===== src/rtl/axis_rgb_to_gray.sv =====
// Purpose : AXI4-Stream pixel stage, 24-bit RGB in -> 8-bit luma replicated on R/G/B out,
//           with SOF tagging, line-length checking and frame-end pulse.
// Latency : two registered stages; a beat presented in cycle c is on m00_axis_* in cycle c+2.
// Backpr. : each stage advances when its downstream slot is empty or draining; at most two
//           beats are absorbed while m00_axis_tready is low, s00_axis_tready follows it combinationally.
//
// Ports:
//   axis_aclk        clock for both stream interfaces
//   axis_areset      synchronous, active-high reset
//   s00_axis_*       input pixel stream: tdata[23:16]=R, [15:8]=G, [7:0]=B, [31:24]/tstrb ignored,
//                    tlast marks the last pixel of a line
//   m00_axis_*       output stream: tdata={8'h00,Y,Y,Y}, tstrb all ones, tlast = input tlast,
//                    tuser = first pixel of a frame
//   len_err          sticky: a line ended with tlast at the wrong column, or ran past the width
//   frame_done       one-cycle pulse on the output handshake of the last pixel of a frame
module axis_rgb_to_gray #(
   parameter int C_S00_AXIS_TDATA_WIDTH = 32,
   parameter int C_M00_AXIS_TDATA_WIDTH = 32,
   parameter int IMAGE_WIDTH            = 640,
   parameter int IMAGE_HEIGHT           = 480,
   parameter int COEF_R                 = 77,
   parameter int COEF_G                 = 150,
   parameter int COEF_B                 = 29
) (
   input  logic                                  axis_aclk,
   input  logic                                  axis_areset,

   input  logic                                  s00_axis_tvalid,
   output logic                                  s00_axis_tready,
   input  logic [C_S00_AXIS_TDATA_WIDTH-1:0]     s00_axis_tdata,
   input  logic [(C_S00_AXIS_TDATA_WIDTH/8)-1:0] s00_axis_tstrb,
   input  logic                                  s00_axis_tlast,

   output logic                                  m00_axis_tvalid,
   input  logic                                  m00_axis_tready,
   output logic [C_M00_AXIS_TDATA_WIDTH-1:0]     m00_axis_tdata,
   output logic [(C_M00_AXIS_TDATA_WIDTH/8)-1:0] m00_axis_tstrb,
   output logic                                  m00_axis_tlast,
   output logic                                  m00_axis_tuser,

   output logic                                  len_err,
   output logic                                  frame_done
);

   // Only the 32-bit stream width is meaningful for this stage; the width
   // parameters exist so the block drops into the existing stream fabric.

   localparam logic [9:0]  LAST_COL = 10'(IMAGE_WIDTH - 1);
   localparam logic [8:0]  LAST_ROW = 9'(IMAGE_HEIGHT - 1);

   // Coefficients are held at 16 bits so each product is a clean 16x16->16
   // multiply; the weights sum to 256 so every product fits in 16 bits.
   localparam logic [15:0] K_R = 16'(COEF_R);
   localparam logic [15:0] K_G = 16'(COEF_G);
   localparam logic [15:0] K_B = 16'(COEF_B);

   // Stage-1 payload: weighted colour products plus the per-beat sideband.
   typedef struct packed {
      logic [15:0] prod_r;
      logic [15:0] prod_g;
      logic [15:0] prod_b;
      logic        last;
      logic        sof;
      logic        eof;
   } s1_t;

   s1_t         s1_dat;
   logic        s1_vld;
   logic        s2_eof;

   logic        s1_adv;
   logic        s2_adv;
   logic        in_hs;
   logic        out_hs;

   logic [9:0]  col_cnt;
   logic [8:0]  row_cnt;
   logic        at_last_col;
   logic        at_last_row;
   logic        line_end;
   logic        in_sof;
   logic        in_eof;

   logic [7:0]  pix_r;
   logic [7:0]  pix_g;
   logic [7:0]  pix_b;

   logic [16:0] luma_sum;
   logic [7:0]  luma;

   logic        unused_bits;

   // ------------------------------------------------------------------
   // Flow control
   // ------------------------------------------------------------------
   // Stage 2 (the output register) can take new data when empty or when the
   // current beat leaves this cycle; stage 1 likewise relative to stage 2.
   assign s2_adv = !m00_axis_tvalid || m00_axis_tready;
   assign s1_adv = !s1_vld || s2_adv;

   // Held low during reset so nothing is accepted into a pipeline that is
   // being cleared.
   assign s00_axis_tready = s1_adv && !axis_areset;

   assign in_hs  = s00_axis_tvalid && s00_axis_tready;
   assign out_hs = m00_axis_tvalid && m00_axis_tready;

   // ------------------------------------------------------------------
   // Frame position tracking
   // ------------------------------------------------------------------
   assign at_last_col = (col_cnt == LAST_COL);
   assign at_last_row = (row_cnt == LAST_ROW);

   // A line closes either on the upstream tlast or, if tlast never comes,
   // on reaching the configured width, so one bad line cannot shift the
   // row count of the rest of the frame.
   assign line_end = s00_axis_tlast || at_last_col;
   assign in_sof   = (row_cnt == 9'd0) && (col_cnt == 10'd0);
   assign in_eof   = line_end && at_last_row;

   always_ff @(posedge axis_aclk) begin
      if (axis_areset) begin
         col_cnt <= '0;
         row_cnt <= '0;
         len_err <= 1'b0;
      end else if (in_hs) begin
         if (line_end) begin
            col_cnt <= '0;
            row_cnt <= at_last_row ? 9'd0 : row_cnt + 9'd1;
            // tlast and the width counter disagree: short line (tlast early)
            // or long line (width reached without tlast).
            if (s00_axis_tlast != at_last_col) begin
               len_err <= 1'b1;
            end
         end else begin
            col_cnt <= col_cnt + 10'd1;
         end
      end
   end

   // ------------------------------------------------------------------
   // Stage 1: weighted products
   // ------------------------------------------------------------------
   assign pix_r = s00_axis_tdata[23:16];
   assign pix_g = s00_axis_tdata[15:8];
   assign pix_b = s00_axis_tdata[7:0];

   always_ff @(posedge axis_aclk) begin
      if (axis_areset) begin
         s1_vld <= 1'b0;
         s1_dat <= '0;
      end else if (s1_adv) begin
         s1_vld <= s00_axis_tvalid;
         // s1_adv with tvalid outside reset is exactly an input handshake.
         if (s00_axis_tvalid) begin
            s1_dat.prod_r <= K_R * {8'h00, pix_r};
            s1_dat.prod_g <= K_G * {8'h00, pix_g};
            s1_dat.prod_b <= K_B * {8'h00, pix_b};
            s1_dat.last   <= s00_axis_tlast;
            s1_dat.sof    <= in_sof;
            s1_dat.eof    <= in_eof;
         end
      end
   end

   // ------------------------------------------------------------------
   // Stage 2: sum, round to nearest, scale by 1/256
   // ------------------------------------------------------------------
   // With weights summing to 256 the rounded sum is at most 255*256+128,
   // so bit 16 is always zero and Y needs no saturation.
   assign luma_sum = {1'b0, s1_dat.prod_r}
                   + {1'b0, s1_dat.prod_g}
                   + {1'b0, s1_dat.prod_b}
                   + 17'd128;
   assign luma     = luma_sum[15:8];

   always_ff @(posedge axis_aclk) begin
      if (axis_areset) begin
         m00_axis_tvalid <= 1'b0;
         m00_axis_tdata  <= '0;
         m00_axis_tlast  <= 1'b0;
         m00_axis_tuser  <= 1'b0;
         s2_eof          <= 1'b0;
      end else if (s2_adv) begin
         m00_axis_tvalid <= s1_vld;
         // Payload only loads with a real beat, so the outputs hold their
         // value through any stall.
         if (s1_vld) begin
            m00_axis_tdata <= {8'h00, luma, luma, luma};
            m00_axis_tlast <= s1_dat.last;
            m00_axis_tuser <= s1_dat.sof;
            s2_eof         <= s1_dat.eof;
         end
      end
   end

   assign m00_axis_tstrb = '1;

   // Pulses in the cycle the last pixel of the frame is taken downstream.
   assign frame_done = out_hs && s2_eof && !axis_areset;

   // Input bits that carry nothing for this stage, and the always-zero top
   // bit of the rounded sum.
   assign unused_bits = ^{s00_axis_tstrb,
                          s00_axis_tdata[C_S00_AXIS_TDATA_WIDTH-1:24],
                          luma_sum[16]};

endmodule


===== config.mk =====
export PLATFORM = sky130hd
export DESIGN_NAME = axis_rgb_to_gray
export DESIGN_NICKNAME = d
export VERILOG_FILES = /design/src/rtl/axis_rgb_to_gray.sv
export SDC_FILE = /design/constraint.sdc
export NUM_CORES = 1
export LEC_CHECK = 0
export BUFFER_PORTS_ARGS = -buffer_cell sky130_fd_sc_hd__clkbuf_2
export CAP_MARGIN = 0
export CELL_PAD_IN_SITES_DETAIL_PLACEMENT = 1
export CELL_PAD_IN_SITES_GLOBAL_PLACEMENT = 1
export CORE_MARGIN = 2
export CORE_UTILIZATION = 46
export CTS_CLUSTER_DIAMETER = 40
export DETAILED_ROUTE_END_ITERATION = 8
export PLACE_DENSITY_LB_ADDON = 0.3
export REMOVE_ABC_BUFFERS = 1
export SLEW_MARGIN = 25
export SYNTH_ARGS = -nofsm -noshare
export SYNTH_HDL_FRONTEND = slang
export SYNTH_SLANG_ARGS = --single-unit

===== constraint.sdc =====
create_clock -name axis_aclk -period 4.93 [get_ports axis_aclk]
set_input_delay 0.7395 -clock axis_aclk [delete_from_list [all_inputs] [get_ports axis_aclk]]
set_output_delay 0.7395 -clock axis_aclk [all_outputs]
set_load 0.1 [all_outputs]

* After elaboration in Yosys (flattened, before gate mapping) *
Index checks and enable logic that the tools add are counted.

word-level totals
  register bits after elaboration = 95
  input bits = 41
  output and inout port bits = 42
  word-level logic and storage cells = 47

cells by class
  add/sub/neg operators = 5
  multipliers = 3
  equality and inequality tests = 3
  mux-type cells = 2
  reduce and logical (&&, ||, !) cells = 19

operator list
  cell                     count
  $mul A7 B8 Y15 const A   2
  $add A15 B16 Y16         1
  $add A16 B13 Y16         1
  $add A16 B8 Y16 const B  1
  $mul A5 B8 Y13 const A   1
  $add A10 B1 Y10 const B  1
  $eq A10 B10 Y1 const B   1
  $logic_not A10 Y1        1
  $mux W10                 1
  $add A9 B1 Y9 const B    1
  $eq A9 B9 Y1 const B     1
  $logic_not A9 Y1         1
  $mux W9                  1
  $logic_and A1 B1 Y1      7
  $reduce_and A2 Y1        3
  $logic_not A1 Y1         3
  $logic_or A1 B1 Y1       3
  $reduce_and A3 Y1        1
  $ne A1 B1 Y1             1

* Depth between registers and ports, before layout *
Gate-level depths: netlist (run 1).

  depth in word-level cells = 6
  depth in mapped cells = 14
  depth with buffers taken out = 14

* Worst setup path after synthesis (run 1) *
OpenSTA, ideal clock, no wires.

  kind = input to register
  start point = input port s00_axis_tdata[12]
  end point = register s1_dat[34] in the netlist's numbering
  library setup time = 0.119 ns
  arrival time = 3.557 ns
  required time = 4.811 ns
  path slack = 1.254 ns
  cell stages on the path = 13
  path buffers = 0
  cells stage by stage = ha_1 > ha_1 > inv_1 > fa_1 > fa_1 > inv_1 > ha_1 > o21a_1 > o21a_1 > a21oi_1 > o21ai_1 > a211oi_1 > nor2_1

between the ends
  cells in the longest elaborated chain, start to end = 1

RTL lines
  element         RTL line  source
  from (decl)     30        input logic [C_S00_AXIS_TDATA_WIDTH-1:0] s00_axis_tdata,
  $mul A7 B8 Y15  157       s1_dat.prod_g <= K_G * {8'h00, pix_g};
  to (decl)       67        s1_t s1_dat;

No other way between the ends.
A chain may end at the register's enable or synchronous reset.

* Worst setup path in the final report (run 1) *
  start point = input port s00_axis_tdata[12]
  end point = register s1_dat[33] in the netlist's numbering

Same word-level chain as after synthesis.

==> results of run 1 <==
layout by cell type (no fill, tap or decap), types with 9 or more instances in the layout:
master / Yosys / routed
o21ai_1: 9 / 9
a211oi_1: 13 / 13
a21oi_1: 67 / 67
o21ai_0: 25 / 25
ha_1: 130 / 130
nand3_1: 15 / 15
conb_1: 2 / 12
dfxtp_1: 79 / 79
fa_1: 38 / 38
xor2_1: 18 / 18
inv_1: 121 / 121
clkbuf_16: 0 / 9
xnor2_1: 20 / 20
nor3_1: 15 / 15
a21o_1: 10 / 10
nand2_1: 84 / 83
nor2_1: 56 / 56
nand4_1: 11 / 11
clkbuf_2: 0 / 58
worst reg2reg max path: cells and delay by family, from the launching register on:
kind                     cells  cell delay [ns]
XOR/XNOR                     1             0.15
AO/OA/AOI/OAI                5             1.12
flip-flops                   1             0.35
adder cells (fa/ha/maj)      3             1.19
buffers and inverters        2             0.11
cell families (layout without fill, tap and decap cells):
group	Yosys count	count (layout)	share of synthesized area (%)
AND/OR/NAND/NOR	222	222	14.4
buffers and inverters	173	200	10.6
AO/OA/AOI/OAI	170	170	15.4
adder cells (fa/ha/maj)	168	168	32.9
flip-flops	79	79	21.8
XOR/XNOR	38	38	4.59
other	2	12	0.104
multiplexers	1	1	0.207
final cells by class:
type | instances | area, um^2
clock buffers | 9 | 225
clock inverters | 7 | 55.1
fillers | 1926 | 7470
inverters | 122 | 458
multi-input cells | 611 | 4940
flip-flops and latches | 79 | 1580
well taps | 211 | 264
repair buffers | 62 | 320
state kept, by name, indices dropped and copies added, names as in the netlist:
name,count
col_cnt,10
len_err,1
m00_axis_tdata,8
m00_axis_tlast,1
m00_axis_tuser,1
m00_axis_tvalid,1
row_cnt,9
s1_dat,46
s1_vld,1
s2_eof,1
power groups by stage:
stage	clock [mW]	combinational (mW)	sequential, mW
after global placement	0	1.85	0.788
after global routing	0.675	2.13	0.788
after CTS	0.649	1.92	0.779
after detailed placement	0	1.91	0.792
final	0.639	1.90	0.776
after floorplan	0	1.16	1.12
final timing paths:
kind                                             startpoint                               to  slack, ns  cells after the start
worst max-delay path                     s00_axis_tdata[12]          s1_dat[33]$_SDFFE_PP0P_       1.23                     14
worst min-delay path            m00_axis_tuser$_SDFFE_PP0P_      m00_axis_tuser$_SDFFE_PP0P_       0.45                      2
worst max register to register      s1_dat[13]$_SDFFE_PP0P_  m00_axis_tdata[20]$_SDFFE_PP0P_       1.93                     11
worst min register to register  m00_axis_tuser$_SDFFE_PP0P_      m00_axis_tuser$_SDFFE_PP0P_       0.45                      2
stage by stage:
step	power [mW]	setup slack [ns]	util (%)
after floorplan	2.28	1.24	-
final	3.32	1.23	51.2
after CTS	3.35	1.22	51.2
after global routing	3.59	1.01	51.2
after detailed placement	2.70	0.878	49.4
after global placement	2.64	0.937	49.4
metal layers:
layer  part of all wire, %  GRT usage, %  wire [um]  up-vias
li1                      -             -          -     2909
met1                    46          24.7       7420     2791
met2                    50          38.1       8130       80
met3                   2.6          3.14        425       20
met4                   2.0          5.95        320        0
met5                     0             0          0        -
==> flow_summary.json, run 1 <==
{
  "status": "finished clean",
  "synthDistinctLibCells": 64,
  "die_h_um": 130,
  "grt.overflow.total": 0,
  "num_rows": 45,
  "fin_area_um2": 7850,
  "drv_slew": 0,
  "placed_area_um2": 7560,
  "port_buffers": 58,
  "yosys.area.top_type": "ha_1",
  "core_um2": 15300,
  "clock-root-buffer": "clkbuf_16",
  "start_kind": "primary input",
  "grt_max_degree": 46,
  "final_net_count": 1094,
  "path_common_cell": "ha_1",
  "synth.most_common_cell": "ha_1",
  "clock-sinks": 79,
  "antenna_cells": 0,
  "cts_tree": "built",
  "tns_ns": 0,
  "die_w_um": 130,
  "grt_pass1_wl_mm": 27.9,
  "ctsHoldBuffers": 0,
  "synth_seq_cells": 79,
  "gp_congestion": 0.866,
  "drive_gt1_share_pct": 11.7,
  "synthArstFlopShare_pct": 0,
  "clk_latency_ns": 0.35,
  "hold_viol": 0,
  "max_freq_mhz": 270,
  "drc_errors": 0,
  "drtAntennaViolNets": 0,
  "rsz0062_at_grt": "false",
  "grtUsageTotal_pct": 20.6,
  "sw_frac_of_total_pct": 48.7,
  "drt_wl_total_mm": 16.3,
  "cap_violations": 0,
  "drt_iter0_drc": 198,
  "cp_slowest_cell": "fa_1",
  "cp_slowest_stage_delay_ns": 0.52,
  "synthesis.area_um2": 7250,
  "synth_edf_count": 0,
  "grt_antenna_before_repair": 0,
  "clkPwrFrac_pct": 19.2,
  "vias": 5800,
  "cp-end-kind": "flop",
  "grt_pass1_vias": 6116,
  "path_clk_slew_ns": 0.07,
  "start_util_pct": 47.3,
  "post_drt_via_cell_ratio": 5.27,
  "hpwl_mm": 13.1,
  "cts_buffers": 9,
  "crit_chain": "clkbuf_2 -> ha_1 -> ha_1 -> inv_1 -> fa_1 -> fa_1 -> inv_1 -> ha_1 -> a211oi_2 -> o211ai_2 -> a311o_1 -> a21oi_2 -> xor2_1 -> o21ai_1",
  "synthTopCellsByArea": "ha_1 22%, dfxtp_1 22%, fa_1 10%, inv_1 6.3%, a21oi_1 4.6%",
  "synthFlopType": "dfxtp_1",
  "crit_type": "in -> reg",
  "path_max_fanout": 5,
  "synthTopCellsByCount": "130 x ha_1, 121 x inv_1, 84 x nand2_1",
  "critPathTopFamily": "adder cells",
  "synth.top_cell.area_share_pct": 22.4,
  "synth.avg_cell_area_um2": 8.50,
  "dr.pass1.iters": 4,
  "hold_class": "reg -> reg",
  "combinationalPowerShare_pct": 57.4,
  "yosys_warnings": 0,
  "peakVddDrop_mv": 0.276,
  "postCtsSetupRepairBufs": 0,
  "die_area_um2": 16800,
  "areaGrowthSynthToFinish_pct": 8.23,
  "fin_crit_ns": 3.70,
  "dpl.cell_count": 1085,
  "yosysSeqAreaShare_pct": 21.8,
  "skew_ns": 0.00585,
  "synthCells": 853,
  "io_pins": 83,
  "p_int_mw": 1.70,
  "cts_max_path_buffers": 2,
  "stdcell_count": 1101,
  "cp.required_ns": 5.17,
  "crit_arrival_ns": 3.94,
  "cts_resized": 0,
  "p_sw_mw": 1.62,
  "whs_ns": 0.454,
  "avgRoutedWirePerCell_um": 14.8,
  "critical_path_buf_inv_count": 3,
  "slew_headroom_pct": 48.7,
  "htree_levels": 3,
  "finalCritPeriodShare_pct": 75.1,
  "tightest_slew_ns": 0.769,
  "pwr_density_cell_nw_per_um2": 423,
  "setup_viol": 0,
  "leakagePower_nw": 3.79,
  "seqPwrFrac_pct": 23.4
}
(Power assumes the default switching activity.)
==> inputs of run 2 (changes only) <==
clock period = 3.6 ns   (was 4.93 ns; I/O delays follow)
==> flow_summary.json, run 2 (same netlist as run 1, synthesis figures left out) <==
{
  "status": "finished clean",
  "die_w_um": 130,
  "slew_headroom_pct": 61.4,
  "start_kind": "primary input",
  "port_buffers": 58,
  "grt_antenna_before_repair": 0,
  "total_power_mw": 4.70,
  "path_common_cell": "ha_1",
  "path_max_fanout": 3,
  "cp_slowest_cell": "fa_1",
  "largest_reg_flops": 46,
  "core_um2": 15300,
  "ctsHoldBuffers": 0,
  "dr.pass1.iters": 4,
  "cts_max_path_buffers": 2,
  "drc_errors": 0,
  "hpwl_mm": 14.0,
  "grt.overflow.total": 0,
  "critical_path_buf_inv_count": 3,
  "io_pins": 83,
  "cts_tree": "built",
  "hold_class": "in -> reg",
  "clkPwrFrac_pct": 19.1,
  "clock-sinks": 79,
  "finalCritPeriodShare_pct": 95.0,
  "critPathTopFamily": "adder cells",
  "leakagePower_nw": 3.95,
  "grt_pass1_vias": 6343,
  "tightest_slew_ns": 0.573,
  "peakVddDrop_mv": 0.374,
  "p_int_mw": 2.49,
  "whs_ns": 0.454,
  "cp_slowest_stage_delay_ns": 0.52,
  "cp-end-kind": "flop",
  "avgRoutedWirePerCell_um": 15.5,
  "crit_arrival_ns": 3.63,
  "p_sw_mw": 2.21,
  "htree_levels": 3,
  "num_rows": 45,
  "antenna_cells": 0,
  "final_common_cell": "ha_1",
  "seqPwrFrac_pct": 22.6,
  "clk_latency_ns": 0.35,
  "final_net_count": 1127,
  "max_freq_mhz": 292,
  "crit_chain": "clkbuf_2 -> ha_1 -> ha_1 -> inv_1 -> fa_1 -> fa_1 -> inv_1 -> ha_1 -> a211oi_1 -> o211ai_2 -> a41oi_2 -> nor2b_1 -> nor4_1 -> nor4_1",
  "skew_ns": 0.00633,
  "drtAntennaViolNets": 0,
  "regMostFlops": "s1_dat",
  "grt_pass1_wl_mm": 29.2,
  "post_drt_via_cell_ratio": 5.30,
  "placed_area_um2": 7810,
  "areaGrowthSynthToFinish_pct": 11.7,
  "combinationalPowerShare_pct": 58.2,
  "cap_violations": 0,
  "fin_area_um2": 8100,
  "final_util_pct": 52.9,
  "drive_gt1_share_pct": 14.7,
  "gp_congestion": 0.837,
  "clock-root-buffer": "clkbuf_16",
  "reg.largest.list": "s1_dat x46, col_cnt x10, row_cnt x9",
  "hold_viol": 0,
  "path_clk_slew_ns": 0.06,
  "rsz0062_at_grt": "false",
  "cts_buffers": 9,
  "die_h_um": 130,
  "rrSetupSlack_ns": 0.61,
  "start_util_pct": 47.3,
  "fin_crit_ns": 3.42,
  "postCtsSetupRepairBufs": 0,
  "drt_wl_total_mm": 17.5,
  "layout_common_cells": "130 x ha_1, 121 x inv_1, 83 x nand2_1, 79 x dfxtp_1, 67 x a21oi_1",
  "grt_max_degree": 39,
  "drv_slew": 0,
  "vias": 5999,
  "drt_iter0_drc": 255,
  "setup_viol": 0,
  "grtUsageTotal_pct": 21.7,
  "cts_resized": 0,
  "sw_frac_of_total_pct": 47.0,
  "cp.required_ns": 3.81,
  "crit_type": "in -> reg",
  "die_area_um2": 16800,
  "pwr_density_cell_nw_per_um2": 580
}
run 2: worst register-to-register path, stage by stage (launching register included):
cell	delay, ns
dfxtp_1	0.35
inv_1	0.08
fa_1	0.55
inv_1	0.05
ha_1	0.29
ha_1	0.35
a21oi_1	0.26
o221ai_1	0.17
a31oi_1	0.35
o21bai_2	0.10
xnor2_1	0.14
o31ai_1	0.20
run 2: cell type report:
class | count | area [um^2]
clock inverters | 4 | 47.5
inverters | 122 | 458
fillers | 1915 | 7220
well taps | 211 | 264
repair buffers | 95 | 568
clock buffers | 10 | 239
flip-flops and latches | 79 | 1580
multi-input cells | 611 | 4940
run 2: per-layer routing:
| metal | share of wire [%] | vias to the layer above | GRT usage [%] |
|---|---|---|---|
| li1 | - | 2973 | - |
| met1 | 44 | 2928 | 25.0 |
| met2 | 51 | 72 | 40.9 |
| met3 | 2.3 | 26 | 3.96 |
| met4 | 2.0 | 0 | 6.14 |
| met5 | 0 | - | 0 |
run 2: through the flow:
stage	instances	worst slack, ns	TNS, ns
after floorplan	812	0.111	0
after global placement	1118	-0.115	-0.366
after detailed placement	1118	-0.198	-1.12
after CTS	1132	0.159	0
after global routing	1132	0.0150	0
final	1132	0.179	0
run 2: final timing paths:
kind                                from                              end  depth (start not counted)
setup / recovery      s00_axis_tdata[20]          s1_dat[49]$_SDFFE_PP0P_                         14
setup reg to reg  s1_dat[9]$_SDFFE_PP0P_  m00_axis_tdata[20]$_SDFFE_PP0P_                         11
hold / removal            s00_axis_tlast           s1_dat[2]$_SDFFE_PP0P_                          3
hold reg to reg   s1_dat[5]$_SDFFE_PP0P_           s1_dat[5]$_SDFFE_PP0P_                          2
run 2: power groups by stage:
| stage | clock, mW | sequential (mW) | combinational [mW] |
|---|---|---|---|
| 2_1_floorplan | 0 | 1.54 | 1.59 |
| 3_3_place_gp | 0 | 1.08 | 2.64 |
| 3_5_place_dp | 0 | 1.08 | 2.74 |
| 4_1_cts | 0.921 | 1.07 | 2.77 |
| 5_1_grt | 0.954 | 1.08 | 3.02 |
| 6_report | 0.900 | 1.06 | 2.74 |
==> inputs of run 3 (changes only) <==
CORE_UTILIZATION = 33   (was 46)
==> flow_summary.json, run 3 (same netlist as run 1, synthesis figures left out) <==
{
  "fin_crit_ns": 3.40,
  "grtUsageTotal_pct": 14.5,
  "clock-root-buffer": "clkbuf_16",
  "avgRoutedWirePerCell_um": 13.7,
  "finalCritPeriodShare_pct": 94.4,
  "core_um2": 21700,
  "postCtsSetupRepairBufs": 0,
  "final_net_count": 1127,
  "hold_class": "reg -> reg",
  "cap_violations": 0,
  "leakagePower_nw": 3.96,
  "wl_met2_mm": 7.86,
  "drtAntennaViolNets": 0,
  "die_area_um2": 23200,
  "cts_buffers": 9,
  "cts_max_path_buffers": 2,
  "start_util_pct": 33.4,
  "final_common_cell": "ha_1",
  "grt_max_degree": 57,
  "peakVddDrop_mv": 0.261,
  "die_w_um": 152,
  "rrSetupSlack_ns": 0.68,
  "num_rows": 54,
  "wl_met3_um": 358,
  "skew_ns": 0.00657,
  "die_h_um": 152,
  "slew_headroom_pct": 56.6,
  "drc_errors": 0,
  "max_freq_mhz": 294,
  "tightest_slew_ns": 0.651,
  "hpwl_mm": 13.3,
  "path_clk_slew_ns": 0.06,
  "drt_iter0_drc": 154,
  "path_max_fanout": 3,
  "ff_latch_area_um2": 1580,
  "gp_congestion": 0.782,
  "multi_input_area_um2": 4940,
  "top_layer": "met4",
  "whs_ns": 0.456,
  "ctsHoldBuffers": 0,
  "start_kind": "primary input",
  "layout_common_cells": "130 x ha_1, 121 x inv_1, 83 x nand2_1, 79 x dfxtp_1, 67 x a21oi_1",
  "dr.pass1.iters": 4,
  "clk_latency_ns": 0.34,
  "largest_reg_flops": 46,
  "reg.largest.list": "s1_dat x46, col_cnt x10, row_cnt x9",
  "total_power_mw": 4.70,
  "clock-sinks": 79,
  "grt.overflow.total": 0,
  "drv_slew": 0,
  "grt_pass1_vias": 6000,
  "cts_resized": 0,
  "fillerInstances": 2594,
  "grt_pass1_wl_mm": 28.3,
  "antenna_cells": 0,
  "pwr_density_cell_nw_per_um2": 572,
  "crit_type": "in -> reg",
  "hold_viol": 0,
  "cp.required_ns": 3.83,
  "crit_arrival_ns": 3.63,
  "routedLengthMet1_mm": 8.05,
  "htree_levels": 3,
  "drt_wl_total_mm": 16.4,
  "port_buffers": 58,
  "grt_antenna_before_repair": 0,
  "setup_viol": 0,
  "cp-end-kind": "flop",
  "regMostFlops": "s1_dat",
  "vias": 5799,
  "post_drt_via_cell_ratio": 4.82,
  "rsz0062_at_grt": "false",
  "areaGrowthSynthToFinish_pct": 13.2,
  "io_pins": 83,
  "drive_gt1_share_pct": 14.8,
  "status": "finished clean",
  "cts_tree": "built"
}
[run 3: per-layer routing]
layer  vias to the layer above  global-route usage, %
met5                         -                      0
met4                         0                   2.94
met3                        11                   2.22
met2                        59                   25.7
met1                      2755                   18.9
li1                       2974                      -
[run 3: area by class of cell]
class                   count  area share [%]
inverters                 122            5.58
multi-input cells         611            60.2
repair buffers             95            6.92
clock buffers              10            2.91
well taps                 280            4.27
clock inverters             6           0.839
flip-flops and latches     79            19.3
[run 3: worst max-delay path, stage by stage]
cell and delay, ns:
clkbuf_2 0.09, ha_1 0.29, ha_1 0.27, inv_1 0.05, fa_1 0.50, fa_1 0.53
inv_1 0.04, ha_1 0.23, a211oi_2 0.24, o211ai_2 0.13, a311o_1 0.30, a21oi_2 0.16
xor2_1 0.18, o21ai_1 0.07
[run 3: metrics by stage]
stage / util, % / setup slack (ns) / instances / TNS [ns] / area [um^2]
global route: 37.8 / 0.0317 / 1203 / 0 / 8210
CTS: 37.8 / 0.178 / 1203 / 0 / 8210
floorplan: - / 0.111 / 812 / 0 / 6980
detailed placement: 36.4 / -0.160 / 1187 / -0.970 / 7900
global placement: 36.4 / -0.143 / 1187 / -0.610 / 7900
finish: 37.8 / 0.201 / 1203 / 0 / 8210
[run 3: report_power, final]
| group | total [mW] | leakage (nW) | switching [mW] | internal, mW |
|---|---|---|---|---|
| logic | 2.68 | 3.17 | 1.74 | 0.945 |
| clock network | 0.950 | 0.149 | 0.390 | 0.560 |
| registers | 1.06 | 0.647 | 0.0771 | 0.987 |
| total | 4.70 | 3.96 | 2.20 | 2.49 |
[run 3: final timing paths]
| check | from | endpoint | depth (start not counted) |
|---|---|---|---|
| setup reg to reg | s1_dat[13]$_SDFFE_PP0P_ | m00_axis_tdata[20]$_SDFFE_PP0P_ | 11 |
| setup / recovery | s00_axis_tdata[12] | s1_dat[33]$_SDFFE_PP0P_ | 14 |
| hold reg to reg | s1_dat[2]$_SDFFE_PP0P_ | m00_axis_tlast$_SDFFE_PP0P_ | 2 |
| hold / removal | s1_dat[2]$_SDFFE_PP0P_ | m00_axis_tlast$_SDFFE_PP0P_ | 2 |
